<file path="src/rtl/fp_pkg.sv">
`default_nettype none
// ============================================================================
//  Module      : fp_pkg
//  Description : Shared floating-point definitions for the FP datapath
//                blocks: bit positions of the operand special-class vector,
//                rounding-mode encodings, result classification and the
//                canonical quiet-NaN builder.
//  Contents    : c_SPC_*        bit positions inside the 4-bit special vector
//                round_mode_e   rounding-mode encodings
//                fp_class_e     priority-resolved result class
//                fp_classify()  special vector -> fp_class_e
//                fp_qnan()      canonical quiet NaN for a given format
//  Revision    : 1.0  initial release
// ============================================================================
package fp_pkg;

    // Bit positions inside the {nan, invalid, inf, zero} classification vector.
    localparam int unsigned c_SPC_NAN     = 3;
    localparam int unsigned c_SPC_INVALID = 2;
    localparam int unsigned c_SPC_INF     = 1;
    localparam int unsigned c_SPC_ZERO    = 0;

    // Widest packed format any block builds constants for.
    localparam int unsigned c_FP_MAX_W    = 64;

    typedef enum logic [2:0] {
        RM_RNE = 3'd0,   // nearest, ties to even
        RM_RTZ = 3'd1,   // toward zero
        RM_RDN = 3'd2,   // toward -infinity
        RM_RUP = 3'd3,   // toward +infinity
        RM_RMM = 3'd4    // nearest, ties away from zero
    } round_mode_e;

    // The square-root datapath only implements round-to-nearest-even.
    localparam round_mode_e c_SQRT_ROUND_MODE = RM_RNE;

    typedef enum logic [2:0] {
        CLS_NORMAL  = 3'd0,
        CLS_ZERO    = 3'd1,
        CLS_INF     = 3'd2,
        CLS_INVALID = 3'd3,
        CLS_NAN     = 3'd4
    } fp_class_e;

    // Resolve the (possibly multi-hot) special vector with the fixed
    // priority nan > invalid > inf > zero > normal.
    function automatic fp_class_e fp_classify(input logic [3:0] special);
        fp_class_e cls;
        if (special[c_SPC_NAN])
            cls = CLS_NAN;
        else if (special[c_SPC_INVALID])
            cls = CLS_INVALID;
        else if (special[c_SPC_INF])
            cls = CLS_INF;
        else if (special[c_SPC_ZERO])
            cls = CLS_ZERO;
        else
            cls = CLS_NORMAL;
        return cls;
    endfunction

    // Canonical quiet NaN {0, all-ones exponent, 1, zeros} for a format with
    // sw fraction bits and ew exponent bits, right-aligned in c_FP_MAX_W bits.
    function automatic logic [c_FP_MAX_W-1:0] fp_qnan(input int sw, input int ew);
        logic [c_FP_MAX_W-1:0] v;
        v = '0;
        for (int i = 0; i < int'(c_FP_MAX_W); i++) begin
            if ((i >= sw - 1) && (i < sw + ew))
                v[i] = 1'b1;
        end
        return v;
    endfunction

endpackage
`default_nettype wire

</file>
<file path="src/rtl/sqrt_round_pack_hca.sv">
`default_nettype none
// ============================================================================
//  Module      : sqrt_round_pack_hca
//  Description : Han-Carlson parallel-prefix adder. Odd bit positions run a
//                Kogge-Stone tree (after one Brent-Kung style pre-combine);
//                even positions pick up their carry in one final pass.
//                The carry-in is folded into the bit-0 generate term.
//  Ports       : a_i    [WIDTH-1:0]  addend
//                b_i    [WIDTH-1:0]  addend
//                cin_i               carry in
//                sum_o  [WIDTH-1:0]  a_i + b_i + cin_i (low WIDTH bits)
//                cout_o              carry out of bit WIDTH-1
//  Revision    : 1.0  initial release
// ============================================================================
module sqrt_round_pack_hca #(
    parameter int WIDTH = 24
) (
    input  logic [WIDTH-1:0] a_i,
    input  logic [WIDTH-1:0] b_i,
    input  logic             cin_i,
    output logic [WIDTH-1:0] sum_o,
    output logic             cout_o
);

    // Kogge-Stone levels over the odd positions; after the pre-combine each
    // odd node spans 2 bits and doubles per level, so clog2 levels suffice.
    localparam int c_NKS = (WIDTH > 1) ? $clog2(WIDTH) : 1;

    // Returns {cout, carry into bit WIDTH-1 ... carry into bit 0}.
    function automatic logic [WIDTH:0] f_carries(
        input logic [WIDTH-1:0] a,
        input logic [WIDTH-1:0] b,
        input logic             cin
    );
        logic [WIDTH-1:0] g;
        logic [WIDTH-1:0] p;
        logic [WIDTH-1:0] g_n;
        logic [WIDTH-1:0] p_n;
        logic [WIDTH:0]   c;
        int               d;

        g    = a & b;
        p    = a ^ b;
        g[0] = g[0] | (p[0] & cin);

        // Pre-combine: odd node i absorbs its even neighbour i-1.
        g_n = g;
        p_n = p;
        for (int i = 1; i < WIDTH; i += 2) begin
            g_n[i] = g[i] | (p[i] & g[i-1]);
            p_n[i] = p[i] & p[i-1];
        end
        g = g_n;
        p = p_n;

        // Kogge-Stone on odd nodes with span 2, 4, 8, ...
        for (int k = 1; k <= c_NKS; k++) begin
            d   = 1 << k;
            g_n = g;
            p_n = p;
            for (int i = 1; i < WIDTH; i += 2) begin
                if (i >= d) begin
                    g_n[i] = g[i] | (p[i] & g[i-d]);
                    p_n[i] = p[i] & p[i-d];
                end
            end
            g = g_n;
            p = p_n;
        end

        // Even nodes: one combine with the completed odd prefix below them.
        g_n = g;
        for (int i = 2; i < WIDTH; i += 2) begin
            g_n[i] = g[i] | (p[i] & g[i-1]);
        end
        g = g_n;

        c = {g, cin};
        return c;
    endfunction

    logic [WIDTH:0] w_carry;

    assign w_carry = f_carries(a_i, b_i, cin_i);
    assign sum_o   = a_i ^ b_i ^ w_carry[WIDTH-1:0];
    assign cout_o  = w_carry[WIDTH];

endmodule
`default_nettype wire

</file>
<file path="src/rtl/sqrt_round_pack.sv">
`default_nettype none
// ============================================================================
//  Module      : sqrt_round_pack
//  Description : Final two pipeline stages of the square-root unit.
//                Stage R decides round-to-nearest-even and increments the
//                fraction; stage P resolves special operands and packs the
//                IEEE-style result. Valid/ready on both sides, latency two
//                cycles, one result per cycle sustained.
//  Parameters  : sig_width  stored fraction width (23 / 11 / 8 ...)
//                exp_width  biased exponent width
//  Ports       : clk          clock, rising edge
//                reset        asynchronous active-high reset
//                in_valid     upstream result available
//                in_ready     block accepts in_* this cycle
//                in_sig_nr    {hidden, fraction, guard, sticky}
//                in_exp       biased, already halved/rebiased exponent
//                in_sign      sign, only applied to a zero result
//                in_special   {nan, invalid, inf, zero}
//                out_valid    z / flags valid
//                out_ready    downstream accepts
//                z            packed {sign, exp, frac}
//                out_inexact  rounding discarded non-zero bits
//                out_invalid  operand was negative non-zero
//  Revision    : 1.0  initial release
// ============================================================================
module sqrt_round_pack
    import fp_pkg::*;
#(
    parameter int sig_width = 23,
    parameter int exp_width = 8
) (
    input  logic                           clk,
    input  logic                           reset,
    input  logic                           in_valid,
    output logic                           in_ready,
    input  logic [sig_width+2:0]           in_sig_nr,
    input  logic [exp_width-1:0]           in_exp,
    input  logic                           in_sign,
    input  logic [3:0]                     in_special,
    output logic                           out_valid,
    input  logic                           out_ready,
    output logic [exp_width+sig_width:0]   z,
    output logic                           out_inexact,
    output logic                           out_invalid
);

    localparam int                     c_Z_W       = exp_width + sig_width + 1;
    localparam logic [c_FP_MAX_W-1:0]  c_QNAN_FULL = fp_qnan(sig_width, exp_width);
    localparam logic [c_Z_W-1:0]       c_QNAN      = c_QNAN_FULL[c_Z_W-1:0];
    localparam logic [c_Z_W-1:0]       c_PINF      = {1'b0, {exp_width{1'b1}}, {sig_width{1'b0}}};

    // Stage R payload: everything stage P needs to choose and pack a result.
    typedef struct packed {
        logic                 sign;
        logic [exp_width-1:0] exp;
        logic [sig_width-1:0] frac;
        logic                 ovf;
        logic                 inexact;
        logic [3:0]           special;
    } r_stage_t;

    // ------------------------------------------------------------------
    // Handshake
    // ------------------------------------------------------------------
    logic r_valid_q;
    logic p_valid_q;
    logic w_p_accept;
    logic w_r_accept;

    assign w_p_accept = !p_valid_q || out_ready;
    assign w_r_accept = !r_valid_q || w_p_accept;
    assign in_ready   = w_r_accept;

    // ------------------------------------------------------------------
    // Stage R: round decision and increment
    // ------------------------------------------------------------------
    logic [sig_width-1:0] w_frac;
    logic                 w_guard;
    logic                 w_sticky;
    logic                 w_round_up;
    logic [sig_width:0]   w_sum;
    logic                 w_unused_cout;
    logic                 w_carry;
    logic [exp_width-1:0] w_exp_inc;
    r_stage_t             r_data_d;
    r_stage_t             r_data_q;

    assign w_frac   = in_sig_nr[sig_width+1:2];
    assign w_guard  = in_sig_nr[1];
    assign w_sticky = in_sig_nr[0];

    // Nearest-even: round up above the halfway point, or exactly at it
    // when the retained LSB is odd.
    assign w_round_up = (c_SQRT_ROUND_MODE == RM_RNE) && w_guard && (w_sticky || w_frac[0]);

    // Zero-extended by one bit so the top sum bit is the fraction carry;
    // the adder's own carry-out can never be set.
    sqrt_round_pack_hca #(
        .WIDTH (sig_width + 1)
    ) u_inc (
        .a_i    ({1'b0, w_frac}),
        .b_i    ({(sig_width + 1){1'b0}}),
        .cin_i  (w_round_up),
        .sum_o  (w_sum),
        .cout_o (w_unused_cout)
    );

    assign w_carry   = w_sum[sig_width];
    assign w_exp_inc = in_exp + {{(exp_width - 1){1'b0}}, w_carry};

    always_comb begin
        r_data_d         = '0;
        r_data_d.sign    = in_sign;
        r_data_d.exp     = w_exp_inc;
        // A fraction carry means 1.111..1 rounded up to 10.000..0.
        r_data_d.frac    = w_carry ? {sig_width{1'b0}} : w_sum[sig_width-1:0];
        r_data_d.ovf     = &w_exp_inc;
        r_data_d.inexact = w_guard || w_sticky;
        r_data_d.special = in_special;
    end

    always_ff @(posedge clk or posedge reset) begin
        if (reset) begin
            r_valid_q <= 1'b0;
            r_data_q  <= '0;
        end else if (w_r_accept) begin
            r_valid_q <= in_valid;
            if (in_valid)
                r_data_q <= r_data_d;
        end
    end

    // ------------------------------------------------------------------
    // Stage P: special select and pack
    // ------------------------------------------------------------------
    logic [c_Z_W-1:0] z_d;
    logic             inexact_d;
    logic             invalid_d;
    logic [c_Z_W-1:0] z_q;
    logic             inexact_q;
    logic             invalid_q;

    // The sign of a non-zero square root is always positive, so only a
    // zero result carries in_sign through.
    always_comb begin
        z_d       = '0;
        inexact_d = 1'b0;
        invalid_d = 1'b0;
        case (fp_classify(r_data_q.special))
            CLS_NAN: begin
                z_d = c_QNAN;
            end
            CLS_INVALID: begin
                z_d       = c_QNAN;
                invalid_d = 1'b1;
            end
            CLS_INF: begin
                z_d = c_PINF;
            end
            CLS_ZERO: begin
                z_d = {r_data_q.sign, {(c_Z_W - 1){1'b0}}};
            end
            default: begin
                if (r_data_q.ovf) begin
                    z_d       = c_PINF;
                    inexact_d = 1'b1;
                end else begin
                    z_d       = {1'b0, r_data_q.exp, r_data_q.frac};
                    inexact_d = r_data_q.inexact;
                end
            end
        endcase
    end

    // Output registers only load alongside a valid transfer, so z and the
    // flags stay frozen while the downstream stalls.
    always_ff @(posedge clk or posedge reset) begin
        if (reset) begin
            p_valid_q <= 1'b0;
            z_q       <= '0;
            inexact_q <= 1'b0;
            invalid_q <= 1'b0;
        end else if (w_p_accept) begin
            p_valid_q <= r_valid_q;
            if (r_valid_q) begin
                z_q       <= z_d;
                inexact_q <= inexact_d;
                invalid_q <= invalid_d;
            end
        end
    end

    assign out_valid   = p_valid_q;
    assign z           = z_q;
    assign out_inexact = inexact_q;
    assign out_invalid = invalid_q;

    // The significand stage always delivers a normalised value for
    // non-special operands.
    a_hidden_bit : assert property (
        @(posedge clk) disable iff (reset)
        (in_valid && in_ready && (in_special == 4'b0000)) |-> in_sig_nr[sig_width+2]
    );

endmodule
`default_nettype wire

</file>
<file path="config.mk">
export PLATFORM = sky130hd
export DESIGN_NAME = sqrt_round_pack
export DESIGN_NICKNAME = d
export VERILOG_FILES = /design/src/rtl/fp_pkg.sv /design/src/rtl/sqrt_round_pack_hca.sv /design/src/rtl/sqrt_round_pack.sv
export SDC_FILE = /design/constraint.sdc
export NUM_CORES = 1
export LEC_CHECK = 0
export CAP_MARGIN = 10
export CORE_UTILIZATION = 45
export DETAILED_ROUTE_END_ITERATION = 12
export MAX_ROUTING_LAYER = met4
export PLACE_DENSITY = 0.82
export SLEW_MARGIN = 20
export SYNTH_ARGS = -nofsm -noshare
export SYNTH_HDL_FRONTEND = slang
export SYNTH_SLANG_ARGS = --single-unit
</file>
<file path="constraint.sdc">
create_clock -name clk -period 2.5 [get_ports clk]
set_clock_uncertainty 0.15 [all_clocks]
set_input_delay 0.5 -clock clk [delete_from_list [all_inputs] [get_ports clk]]
set_output_delay 0.5 -clock clk [all_outputs]
set_load 0.02 [all_outputs]
</file>
### Word level (Yosys, flattened, before mapping)

Cells that the tools add are included.
Widths: inputs -> output; s select.

* bits in writable memories: 0
* flip-flop bits (word level): 74
* bits in latches: 0
* bits in read-only memories: 0
* input port bits: 43
* memories kept: 0
* word-level logic and storage cells: 91

* muxes and demuxes: 10
* add/sub/neg operators: 1
* divide/modulo/power cells: 0
* equal/unequal tests: 4
* $mul: 0
* shifts and indexed selects: 0
* bitwise gates (word level): 53
* order comparisons: 0
* reductions and logical operators: 12

Operators by type and width (number)
* $pmux 32 s3: 1
* $and 1x1->1: 52
* $mux 31: 1
* $xor 23x24->24: 1
* $mux 23: 1
* $add 8x1->8: 1
* $reduce_and 8->1: 1
* $eq 3x2->1 const B: 2
* $logic_or 1x1->1: 4
* $mux 1: 4
* $mux 2: 2
* $reduce_and 2->1: 2
* $reduce_or 4->1: 1
* $eq 3x1->1 const B: 1
* $eq 3x3->1 const B: 1
* $mux 3: 1
* $logic_not 1->1: 2
* $reduce_or 2->1: 1
* $logic_and 1x1->1: 1

### Longest topological paths before layout

* depth in word-level cells: 11
* gate-level depth with buffers: 13
* mapped depth without buffers: 13

### Modules after synthesis

A second synthesis with hierarchy kept.

* cells, all modules: 407
* area total of the unflattened synthesis: 4172.8 sq um

Modules (own cells, without submodules)
* sqrt_round_pack: area each 3148.0 sq um, sequential area each 1851.8 sq um, times used 1, cells an instance 291
* sqrt_round_pack_hca: area each 1024.7 sq um, sequential area each 0.0 sq um, times used 1, cells an instance 116

### Least setup slack after synthesis

Ideal clock, no wire load.

* path kind: input -> register
* start point: input in_sig_nr[2]
* end point: register r_data_q[5] (netlist name)
* data required time: 2.225 ns
* stages: 13
* slack: -0.869 ns
* arrival: 3.094 ns
* cells stage by stage: and2_1 ha_1 nand3_1 nor3_1 nand4_1 nor4_1 ha_1 ha_1 ha_1 nand3_1 o32ai_1 a211oi_1 a2111oi_0

* cells in the longest elaborated chain, start to end: 10

RTL lines
* from (decl): RTL line sqrt_round_pack.sv:36 `input logic [sig_width+2:0] in_sig_nr,`
* $logic_or 1x1->1: RTL line sqrt_round_pack.sv:94 `assign w_round_up = (c_SQRT_ROUND_MODE == RM_RNE) && w_guard && (w_sticky || w_frac[0]);`
* $logic_and 1x1->1: RTL line sqrt_round_pack.sv:94
* $and 1x1->1 (*): RTL line sqrt_round_pack_hca.sv:44 `g[0] = g[0] | (p[0] & cin);`
* $and 1x1->1 (*): RTL line sqrt_round_pack_hca.sv:50 `g_n[i] = g[i] | (p[i] & g[i-1]);`
* $and 1x1->1 (*) (2 in a row): RTL line sqrt_round_pack_hca.sv:63 `g_n[i] = g[i] | (p[i] & g[i-d]);`
* $and 1x1->1 (*): RTL line sqrt_round_pack_hca.sv:74 `g_n[i] = g[i] | (p[i] & g[i-1]);`
* $xor 23x24->24 (*): RTL line sqrt_round_pack_hca.sv:85 `assign sum_o = a_i ^ b_i ^ w_carry[WIDTH-1:0];`
* $add 8x1->8 (*): RTL line sqrt_round_pack.sv:109 `assign w_exp_inc = in_exp + {{(exp_width - 1){1'b0}}, w_carry};`
* $reduce_and 8->1 (*): RTL line sqrt_round_pack.sv:117 `r_data_d.ovf = &w_exp_inc;`
* to (signal assigned): RTL line sqrt_round_pack.sv:129 `r_data_q <= r_data_d;`
* to (decl): RTL line sqrt_round_pack.sv:86 `r_stage_t r_data_q;`

Mark *: on every way between the ends. The rest lies on a longest branch, timed or not.
A chain may end at the register's enable or synchronous reset.

### Worst setup path after layout

Ends and elaborated chain as after synthesis.

==> impl_metrics.toml <==
[outcome]
outcome = "complete, but fails checks"
violations = "negative setup slack"

[run]
maxCapViolations = 0

[clock_tree]
h-tree-depth = 3
cts_root_buffer = "clkbuf_8"
clock_path_buffers = 2
clkTransAtPathRegs_ns = 0.07
cts_buffers = 9
clock_latency_ns = 0.34
cts.sinks = 74
cts_tree = "done"
cts_hold_buf = 0

[critical_path]
crit_buf_inv = 3
crit_cells = 16
r2r-start = "r_data_q[3]"
worstSetupPathType = "input pin to flop"
start_kind = "input pin"
path_max_fanout = 3
crit_family = "simple AND/OR/NAND/NOR gates"
crit_path_end = "r_data_q[5]"
cp-end-kind = "flop"
arrival_ns = 2.85
critPathMaxStageDelay_ns = 0.36
cpMostUsedCell = "ha_4"
required_ns = 2.58
path_cells = "buf_6 > and2_4 > ha_4 > nand3_4 > nor3_4 > nand4_1 > nor4_4 > ha_2 > ha_4 > ha_4 > buf_12 > buf_8 > xnor2_4 > nor2_1 > mux2i_1 > a2111oi_2"
r2r_slack_ns = 0.59
reg2regPathDepth = 4
crit_slowest_cell = "a2111oi_2"
rr_endpoint = "z[12]"
critPathLaunch = "in_sig_nr[2]"

[yosys]
synth_nets = 379
synth_cell_types = 38
yosys_warnings = 0
synth-async-reset-ratio_pct = 100.0
syn_area_um2 = 3460
synth_top_family_by_area = "simple AND/OR/NAND/NOR gates"
synth.avg_cell_area_um2 = 10.78
synth-seq-cells = 74
ys_seq_area_share_pct = 53.53
synth_compound_area_share_pct = 14.97
yosys.area_share.simple_pct = 15.48
ys.flop_type = "dfrtp_1"
synthXorXnorAreaFrac_pct = 4.051
synth_mux_area_share_pct = 3.183
synthAdderAreaFrac_pct = 5.425
syn_inst = 321
synth_enable_flop_cells = 0

[layout]
nFillCells = 458
finalCoreUtilization_pct = 70.42
multi_input_area_um2 = 1677
antenna_cells = 0
drive_gt1_share_pct = 29.58
final_cell_mix = "dfrtp_1, clkdlybuf4s50_1, nand2_1, buf_4, o21ai_0"
regArea_um2 = 1852
mostFrequentLayoutCell = "dfrtp_1"
fin_nets = 507
area_delta_synth_final_pct = 49.22

[placed_design]
place.port_buffers = 77
dp_hpwl_um = 5987
place_ws_ns = -1.110
gp_congestion = 0.8864

[global_routing]
grt_pass1_wl_um = 14190
grt_antenna_before_repair = 0
grt_max_degree = 75
grt_overflow = 0
grt_pass1_vias = 3025
grt_usage_pct = 24.53

[die]
die_h_um = 89.68
io_pins = 79
coreArea_um2 = 7331
initial_utilization_pct = 47.19
rows = 31
die_area_um2 = 8043
dieWidth_um = 89.68

[sta]
finalSetupViolCount = 1
fmax_ghz = 0.3611
final-max-slew-violation-count = 0
max_slew_margin_pct = 73.83
finalHoldViolations = 0
tightestPinTransition_ns = 0.3925
period_share_pct = 110.8
rsz0062_at_grt = "true"
min_period_ns = 2.769
fin_ws_ns = -0.2694

[detailed_routing]
vias = 2936
post-route-drc-count = 0
drt_iter0_markers = 174
routed_wl_um = 8972
dr.pass1.iters = 5
wl_per_cell_um = 16.25
via_per_inst = 5.319
ant_nets = 0

[power]
p_per_area_nw_per_um2 = 593.2
max-vdd-ir-drop_uv = 347.4
p_leak_nw = 2.329

[worst_hold_path]
holdPathStages = 2
hold_start = "r_data_q[23]"
hold_class = "flop to flop"
[worst reg2reg max path: stages (launching register included)]
cell and delay, ns:
dfrtp_1 0.43, or4_4 0.65, nor3_4 0.14, buf_4 0.30, a22o_2 0.20
[report_power, final]
part | switching, mW | internal, mW
Sequential | 0.0900 | 1.34
Combinational | 0.322 | 0.321
Clock | 0.437 | 0.555
Total | 0.849 | 2.21
[worst min-delay path by stage]
stage,endpoint,slack (ns)
after detailed placement,r_data_q[23],0.32
after global placement,r_data_q[27],0.31
after CTS,r_data_q[23],0.33
after global routing,z[1],0.36
final,r_data_q[23],0.33
after floorplan,r_data_q[27],0.30
[per-layer routing]
metal	wire [um]	global-route usage, %	share of wire (%)	vias to the layer above
met2	4484	39.74	50	88
met3	390	4.113	4.3	32
met5	0	-	0	-
met4	340	13.56	3.8	0
met1	3757	29.22	42	1429
li1	-	-	-	1387
[area by class of cell]
type,count,area share (%)
Clock buffer,10,2.472
Clock inverter,5,1.551
Inverter,5,0.4363
Multi-Input combinational cell,224,32.48
Sequential cell,74,35.87
Tap cell,99,2.399
Timing Repair Buffer,135,24.79
[metrics by stage]
stage	hold WS (ns)	cells	setup TNS [ns]	power, mW	instance area [um2]
after detailed placement	0.3177	525	-14.22	2.071	4743
after global placement	0.3114	525	-11.03	2.048	4743
after global routing	0.3576	552	-0.5804	3.206	5162
final	0.3343	552	-0.2694	3.062	5162
after CTS	0.3346	552	-0.4391	3.060	5107
after floorplan	0.2994	321	-0.6010	1.740	3558
[cells by family after synthesis]
family,Yosys count
adder cells (fa/ha/maj),15
multiplexers,10
buffers and inverters,23
flip-flops,74
AO/OA/AOI/OAI,72
AND/OR/NAND/NOR,111
XOR/XNOR,16
[state kept, by name, indices dropped and copies added (netlist names)]
register     count
r_data_q        38
r_valid_q        1
out_invalid      1
z               32
out_valid        1
out_inexact      1
[cell usage after synthesis, types with 4 or more instances]
cell type   n  area [um2]
inv_1       5       18.77
buf_2       6       30.03
o21ai_0    31       155.2
dfrtp_1    74        1852
xor2_1      5       43.79
xnor2_1    11       96.34
mux2_2      8       90.09
clkbuf_1    8       30.03
nand3_1     5       25.02
ha_1       15       187.7
nand2b_1   15       93.84
a22o_2     19       190.2
and2_1      4       25.02
o31ai_1    11       82.58
nand2_1    53       198.9
nor2_1     16       60.06
[what timing repair did]
item                       in CTS  in global routing
cloned                          0                  0
setup endpoints to repair      21                  9
resized for setup              43                 20
pin swaps                      15                 15
setup buffers                  12                  2
Note: power is estimated with default switching activity, not from simulation.
